## config.mk

```make
export PLATFORM = sky130hd
export DESIGN_NAME = id_regfile_sb
export DESIGN_NICKNAME = d
export VERILOG_FILES = /design/src/rtl/id_regfile_sb.sv
export SDC_FILE = /design/constraint.sdc
export NUM_CORES = 2
export LEC_CHECK = 0
export CORE_UTILIZATION = 55
export DETAILED_ROUTE_END_ITERATION = 16
export PLACE_DENSITY = 0.74
export SYNTH_ARGS = -nofsm -noshare
export SYNTH_HDL_FRONTEND = slang
export SYNTH_SLANG_ARGS = --single-unit
```

## constraint.sdc

```tcl
create_clock -name clk_i -period 2.2 [get_ports clk_i]
set_clock_uncertainty 0.1 [all_clocks]
set_input_delay 0.22 -clock clk_i [delete_from_list [all_inputs] [get_ports clk_i]]
set_output_delay 0.22 -clock clk_i [all_outputs]
set_load 0.01 [all_outputs]
```

## src/rtl/id_regfile_sb.sv

```systemverilog
// Register file for the ID stage: x1..x31 storage, WB write port, two read ports,
// same-cycle write bypass and a load scoreboard that stalls reads of pending loads.
module id_regfile_sb #(
    parameter int DataWidth = 32,
    parameter bit BypassEn  = 1'b1
) (
    input  logic                 clk_i,
    input  logic                 rst_ni,
    input  logic [4:0]           rf_waddr_wb_i,
    input  logic [DataWidth-1:0] rf_wdata_wb_i,
    input  logic                 rf_we_wb_i,
    input  logic                 ld_done_i,
    input  logic [4:0]           rf_raddr_a_i,
    input  logic                 rf_ren_a_i,
    output logic [DataWidth-1:0] rf_rdata_a_o,
    input  logic [4:0]           rf_raddr_b_i,
    input  logic                 rf_ren_b_i,
    output logic [DataWidth-1:0] rf_rdata_b_o,
    input  logic                 ld_issue_i,
    input  logic [4:0]           ld_rd_i,
    output logic                 stall_ld_o,
    output logic                 sb_busy_o
);

    logic [DataWidth-1:0] regs [31:1];
    logic [31:1]          pending;
    logic [31:1]          set_vec;
    logic [31:1]          clr_vec;

    logic                 wr_en;
    logic                 ld_clr;
    logic                 byp_a;
    logic                 byp_b;
    logic [DataWidth-1:0] mem_a;
    logic [DataWidth-1:0] mem_b;
    logic                 pend_a;
    logic                 pend_b;
    logic                 clr_hit_a;
    logic                 clr_hit_b;
    logic                 haz_a;
    logic                 haz_b;

    assign wr_en  = rf_we_wb_i && (rf_waddr_wb_i != 5'd0);
    assign ld_clr = wr_en && ld_done_i;

    always_ff @(posedge clk_i or negedge rst_ni) begin
        if (!rst_ni) begin
            for (int i = 1; i < 32; i++) begin
                regs[i] <= '0;
            end
        end else if (wr_en) begin
            regs[rf_waddr_wb_i] <= rf_wdata_wb_i;
        end
    end

    // Stored-value read muxes; address 0 falls through to zero.
    always_comb begin
        mem_a  = '0;
        mem_b  = '0;
        pend_a = 1'b0;
        pend_b = 1'b0;
        for (int i = 1; i < 32; i++) begin
            if (rf_raddr_a_i == 5'(i)) begin
                mem_a  = regs[i];
                pend_a = pending[i];
            end
            if (rf_raddr_b_i == 5'(i)) begin
                mem_b  = regs[i];
                pend_b = pending[i];
            end
        end
    end

    assign byp_a = BypassEn && wr_en && (rf_waddr_wb_i == rf_raddr_a_i);
    assign byp_b = BypassEn && wr_en && (rf_waddr_wb_i == rf_raddr_b_i);

    assign rf_rdata_a_o = byp_a ? rf_wdata_wb_i : mem_a;
    assign rf_rdata_b_o = byp_b ? rf_wdata_wb_i : mem_b;

    always_comb begin
        set_vec = '0;
        clr_vec = '0;
        for (int i = 1; i < 32; i++) begin
            if (ld_issue_i && ld_rd_i == 5'(i)) begin
                set_vec[i] = 1'b1;
            end
            if (ld_clr && rf_waddr_wb_i == 5'(i)) begin
                clr_vec[i] = 1'b1;
            end
        end
    end

    // Set is applied after clear so a newer load to the same register wins.
    always_ff @(posedge clk_i or negedge rst_ni) begin
        if (!rst_ni) begin
            pending <= '0;
        end else begin
            pending <= (pending & ~clr_vec) | set_vec;
        end
    end

    assign clr_hit_a = BypassEn && rf_we_wb_i && ld_done_i &&
                       (rf_waddr_wb_i == rf_raddr_a_i);
    assign clr_hit_b = BypassEn && rf_we_wb_i && ld_done_i &&
                       (rf_waddr_wb_i == rf_raddr_b_i);

    assign haz_a = rf_ren_a_i && pend_a && !clr_hit_a;
    assign haz_b = rf_ren_b_i && pend_b && !clr_hit_b;

    assign stall_ld_o = haz_a || haz_b;
    assign sb_busy_o  = |pending;

endmodule

```

==> After elaboration in Yosys (flattened, before gate mapping) <==
Cells that the tools add are included.
{ "totals": {"romBits": 0, "latchBits": 0, "out_inout_bits": 66, "mem_count": 0, "inputBits": 59, "wordCells": 433, "register_bits": 1023, "ram_bits": 0} }
{ "op_classes": {"bitwise": 3, "n_mux": 191, "n_reduce_logical": 79, "magnitude_cmp": 2, "div_mod_pow": 0, "add_sub_neg": 0, "n_shift": 0, "mul": 0, "eq_ne": 126} }
{ "ops": {"columns": ["op", "count"], "rows": [
  ["$mux 32", 65],
  ["$bwmux 992", 1],
  ["$eq 5x5->1 const B", 64],
  ["$demux 32 s5", 1],
  ["$eq 5x4->1 const B", 32],
  ["$mux 1", 124],
  ["$eq 5x3->1 const B", 16],
  ["$logic_and 1x1->1", 74],
  ["$eq 5x2->1 const B", 8],
  ["$and 31x31->31", 1],
  ["$not 31->31", 1],
  ["$or 31x31->31", 1],
  ["$reduce_or 31->1", 1],
  ["$eq 5x1->1 const B", 4],
  ["$eq 5x5->1", 2],
  ["$lt 5x6->1 const B", 1],
  ["$ge 5x1->1 const B", 1],
  ["$reduce_bool 5->1", 1],
  ["$logic_not 1->1", 2],
  ["$logic_or 1x1->1", 1]
]} }

==> Depth between registers and ports, before layout <==
{ "logic_depth": {"depth_word": 35, "mapped_depth": 12, "depth_no_buf": 7} }

==> Worst setup path after synthesis <==
OpenSTA, ideal clock, no wires.
{ "synth_path": {"path_type": "input to output", "start": "in rf_raddr_b_i[0]", "end": "out rf_rdata_b_o[5]", "stages": 9, "n_path_buf": 3, "setup_slack_ps": -171, "t_arrival_ps": 2051, "path_cell_list": "buf_2 buf_2 clkbuf_1 mux2_2 a21oi_1 o221ai_1 a31oi_1 o21ai_0 a221o_1"} }
{ "synth_via": {"elab_chain_len": 33, "elab_cells_between_ends": 65, "cone_classes": "eq/ne: 32; mux: 32; reduce/logical: 1"} }
{ "synth_lines": {"columns": ["element", "line", "source"], "rows": [
  ["start, declared", "16", "input logic [4:0] rf_raddr_b_i,"],
  ["$eq 5x1->1", "67", "if (rf_raddr_b_i == 5'(i)) begin"],
  ["$mux 32 (31 in a row)", "67", null],
  ["$mux 32 *", "78", "assign rf_rdata_b_o = byp_b ? rf_wdata_wb_i : mem_b;"],
  ["end, declared", "18", "output logic [DataWidth-1:0] rf_rdata_b_o,"]
]} }
Mark *: on every way between the ends. The rest lies on a longest branch, timed or not.

==> Worst setup path in the final report <==
{ "layout_path": {"start": "in rf_raddr_a_i[2]", "end": "out rf_rdata_a_o[20]"} }
{ "layout_via": {"elab_chain_len": 33, "elab_cells_between_ends": 65, "cone_classes": "eq/ne: 32; mux: 32; reduce/logical: 1"} }
{ "layout_lines": {"columns": ["element", "line", "source"], "rows": [
  ["start, declared", "13", "input logic [4:0] rf_raddr_a_i,"],
  ["$eq 5x1->1", "63", "if (rf_raddr_a_i == 5'(i)) begin"],
  ["$mux 32 (31 in a row)", "63", null],
  ["$mux 32 *", "77", "assign rf_rdata_a_o = byp_a ? rf_wdata_wb_i : mem_a;"],
  ["end, declared", "15", "output logic [DataWidth-1:0] rf_rdata_a_o,"]
]} }
Marked as above.

==> flow_summary.json <==
{
  "yosys_warnings": 0,
  "endpoint_kind": "output pin",
  "cts.sinks": 1023,
  "place_area_um2": 71700,
  "root_buffer": "clkbuf_16",
  "multi_input_area_um2": 32900,
  "status": "finished with violations",
  "synth_edf_count": 0,
  "synth_top_area_share_pct": 44.4,
  "clk_pin_slew_worst_paths_ns": 0.06,
  "worst_ep_required_time_ns": 1.88,
  "hp-class": "input pin to flip-flop",
  "vias": 58800,
  "setup_viol": 66,
  "cts_made_buffers": 113,
  "cts_tree": "yes",
  "rows": 118,
  "synth_area_leaders": "dfrtp_1 44%, mux2_2 19%, mux2i_1 3.8%",
  "path_max_fanout": 19,
  "violations": "setup timing",
  "grt_first_pass_wirelength_um": 387000,
  "yosysUniqueCellTypes": 99,
  "peakVddDrop_mv": 0.761,
  "start_kind": "input pin",
  "timing_worst_slew_pin_value_ns": 1.00,
  "clock_path_buffers": 3,
  "fin_ws_ns": -1.05,
  "grt.total_usage_pct": 49.2,
  "fin_area_um2": 79100,
  "finalPower_mw": 61.6,
  "ys_seq_elements": 1023,
  "core_area_um2": 104000,
  "reg2reg_from": "regs[256]",
  "drv_cap": 0,
  "ys_async_sr_fraction_pct": 100,
  "fp.dieW_um": 326,
  "dieHeight_um": 326,
  "syn-num-nets": 5510,
  "finalHoldViolations": 0,
  "grt_max_degree": 94,
  "drcViolationCount": 0,
  "final_antenna_net_count": 0,
  "critical_path_class": "input pin to output pin",
  "fmax_ghz": 0.307,
  "synth_area_um2": 57600,
  "seqCellArea_um2": 25600,
  "synth.avg_cell_area_um2": 10.6,
  "synthCells": 5451,
  "nFillCells": 6727,
  "clock_latency_ns": 0.72,
  "slew_violations": 0,
  "rsz0062_at_grt": "yes",
  "reg2reg_slack_ns": 1.05,
  "power.density_nw_per_um2": 778,
  "numPortBuffers": 124,
  "min_from": "rf_waddr_wb_i[0]",
  "overflow": 0,
  "worstPathArrival_ns": 2.93,
  "dr.pass1.iters": 8,
  "synthFlopType": "dfrtp_1",
  "first_global_vias": 57300,
  "finalWeightedCongestion": 1.07,
  "antenna_found_initial": 14,
  "drt_iter0_markers": 9946,
  "period_share_pct": 148,
  "routedWlPerCell_um": 33.2,
  "place_inst": 7906,
  "relSlewSlack_pct": 33.1,
  "finalCriticalPeriod_ns": 3.25,
  "wl_um": 271000,
  "synth_largest_area_cell": "dfrtp_1",
  "start_util_pct": 55.6,
  "p_leak_nw": 35.5,
  "htreeDepth": 3,
  "ys_seq_area_share_pct": 44.4,
  "fin_cells": 8166,
  "ioPinCount": 125,
  "rr_endpoint": "regs[256]",
  "layout.nets": 6753,
  "min_to": "pending[31]",
  "drive_above_1_share_pct": 48.7,
  "dpl.hpwl_um": 190000,
  "holdPathStages": 5,
  "syn_to_final_growth_pct": 37.3,
  "ff2ff_path_depth": 3,
  "fp.dieArea_um2": 106000,
  "post_drt_via_cell_ratio": 7.20
}
## synthesized netlist by cell type, types with 9 or more instances
cell / count
a2111oi_0: 11
a211oi_1: 29
a21o_1: 28
a21oi_1: 318
a221o_1: 83
a221oi_1: 68
a22o_1: 35
a22oi_1: 58
a31oi_1: 52
a32oi_1: 31
and3_1: 11
buf_1: 25
buf_2: 191
buf_4: 28
buf_6: 12
clkbuf_1: 289
dfrtp_1: 1023
mux2_1: 45
mux2_2: 996
mux2i_1: 221
nand2_1: 251
nand2b_1: 43
nand3_1: 67
nand4_1: 10
nor2_1: 336
nor2b_1: 24
nor3_1: 114
nor4_1: 37
o211ai_1: 58
o21a_1: 25
o21ai_0: 338
o21ai_1: 17
o221ai_1: 82
o22ai_1: 229
o2bb2ai_1: 26
o311ai_1: 13
o31ai_1: 31
or3_1: 18
xnor2_1: 9
## cell families (layout without fill, tap and decap cells)
kind of cell / count (synthesis) / count (layout) / share of synthesized area, %
buf+inv: 559 / 1893 / 4.40
other cells: 0 / 1 / 0
mux: 1266 / 1266 / 24.3
xor+xnor: 10 / 10 / 0.152
simple gates: 986 / 986 / 8.11
flops: 1023 / 1023 / 44.4
compound gates: 1607 / 1607 / 18.6
## state kept, by name, summed over array words and instances (netlist names)
register and cells:
pending 31, regs 992
## stage by stage
stage / hold WS (ns) / util, % / setup slack [ns] / setup TNS, ns
2_1_floorplan: -0.176 / - / -0.00742 / -0.0133
3_3_place_gp: 0.0492 / 69.2 / -1.71 / -342.19
3_5_place_dp: 0.0482 / 69.2 / -1.67 / -370.41
4_1_cts: 0.0801 / 75.1 / -1.04 / -49.65
5_1_grt: 0.133 / 76.3 / -1.03 / -54.59
6_report: 0.116 / 76.3 / -1.05 / -52.70
## per-layer routing
metal | wire, um | global-route usage (%)
met1 | 98900 | 65.0
met5 | 122 | 0
met2 | 112000 | 69.6
met4 | 16700 | 24.5
met3 | 43400 | 20.2
## layout by cell type, fill, tap and decap left out, drive strengths merged, types with 35 or more instances in the layout
cell / n
buf: 1622
mux2: 1041
dfrtp: 1023
o21ai: 360
nor2: 346
a21oi: 318
nand2: 254
o22ai: 229
mux2i: 221
clkbuf: 169
nor3: 116
a221o: 83
o221ai: 82
a221oi: 68
nand3: 67
o211ai: 58
a22oi: 58
a31oi: 52
nand2b: 44
clkdlybuf4s50: 42
nor4: 37
a22o: 35
## critical path: stages
cell and delay (ns):
buf_4 0.12, buf_12 0.15, buf_16 0.18, nand3b_4 0.18, nor2_2 0.08, buf_4 0.20, a22o_1 0.27, a211oi_4 0.31
nand4_1 0.30, o311a_1 0.39, a211o_1 0.34, buf_2 0.18
## cell type report
cell class              instances  area share [%]
diodes                          1         0.00316
clock buffers                 166            4.20
clock inverters                40           0.473
inverters                      13          0.0617
multi-input cells            3869            41.6
flip-flops and latches       1023            32.4
well taps                    1380            2.18
repair buffers               1674            19.2
## worst max-delay path by stage
stage	from	end	slack, ns
4_1_cts	regs[60]	rf_rdata_a_o[28]	-1.04
5_1_grt	regs[418]	rf_rdata_b_o[2]	-1.03
3_3_place_gp	rf_raddr_a_i[3]	rf_rdata_a_o[28]	-1.71
2_1_floorplan	rf_raddr_b_i[1]	rf_rdata_b_o[2]	-0.007
6_report	rf_raddr_a_i[2]	rf_rdata_a_o[20]	-1.05
3_5_place_dp	rf_raddr_a_i[2]	rf_rdata_a_o[23]	-1.67
## where the power goes
part	switching [mW]	internal (mW)	leakage, nW
registers	3.16	22.5	13.1
clock network	8.39	10.9	1.82
logic	8.03	8.56	20.6
## what timing repair did
action                     in CTS  in global routing
setup endpoints to repair      66                 66
hold buffers                    2                  0
buffers inserted               58                 34
cloned                          1                  3
hold endpoints to repair     1023                  0
pin swaps                     281                172
gates resized for setup       775                211
No activity file was read; power rests on OpenSTA's default activity.
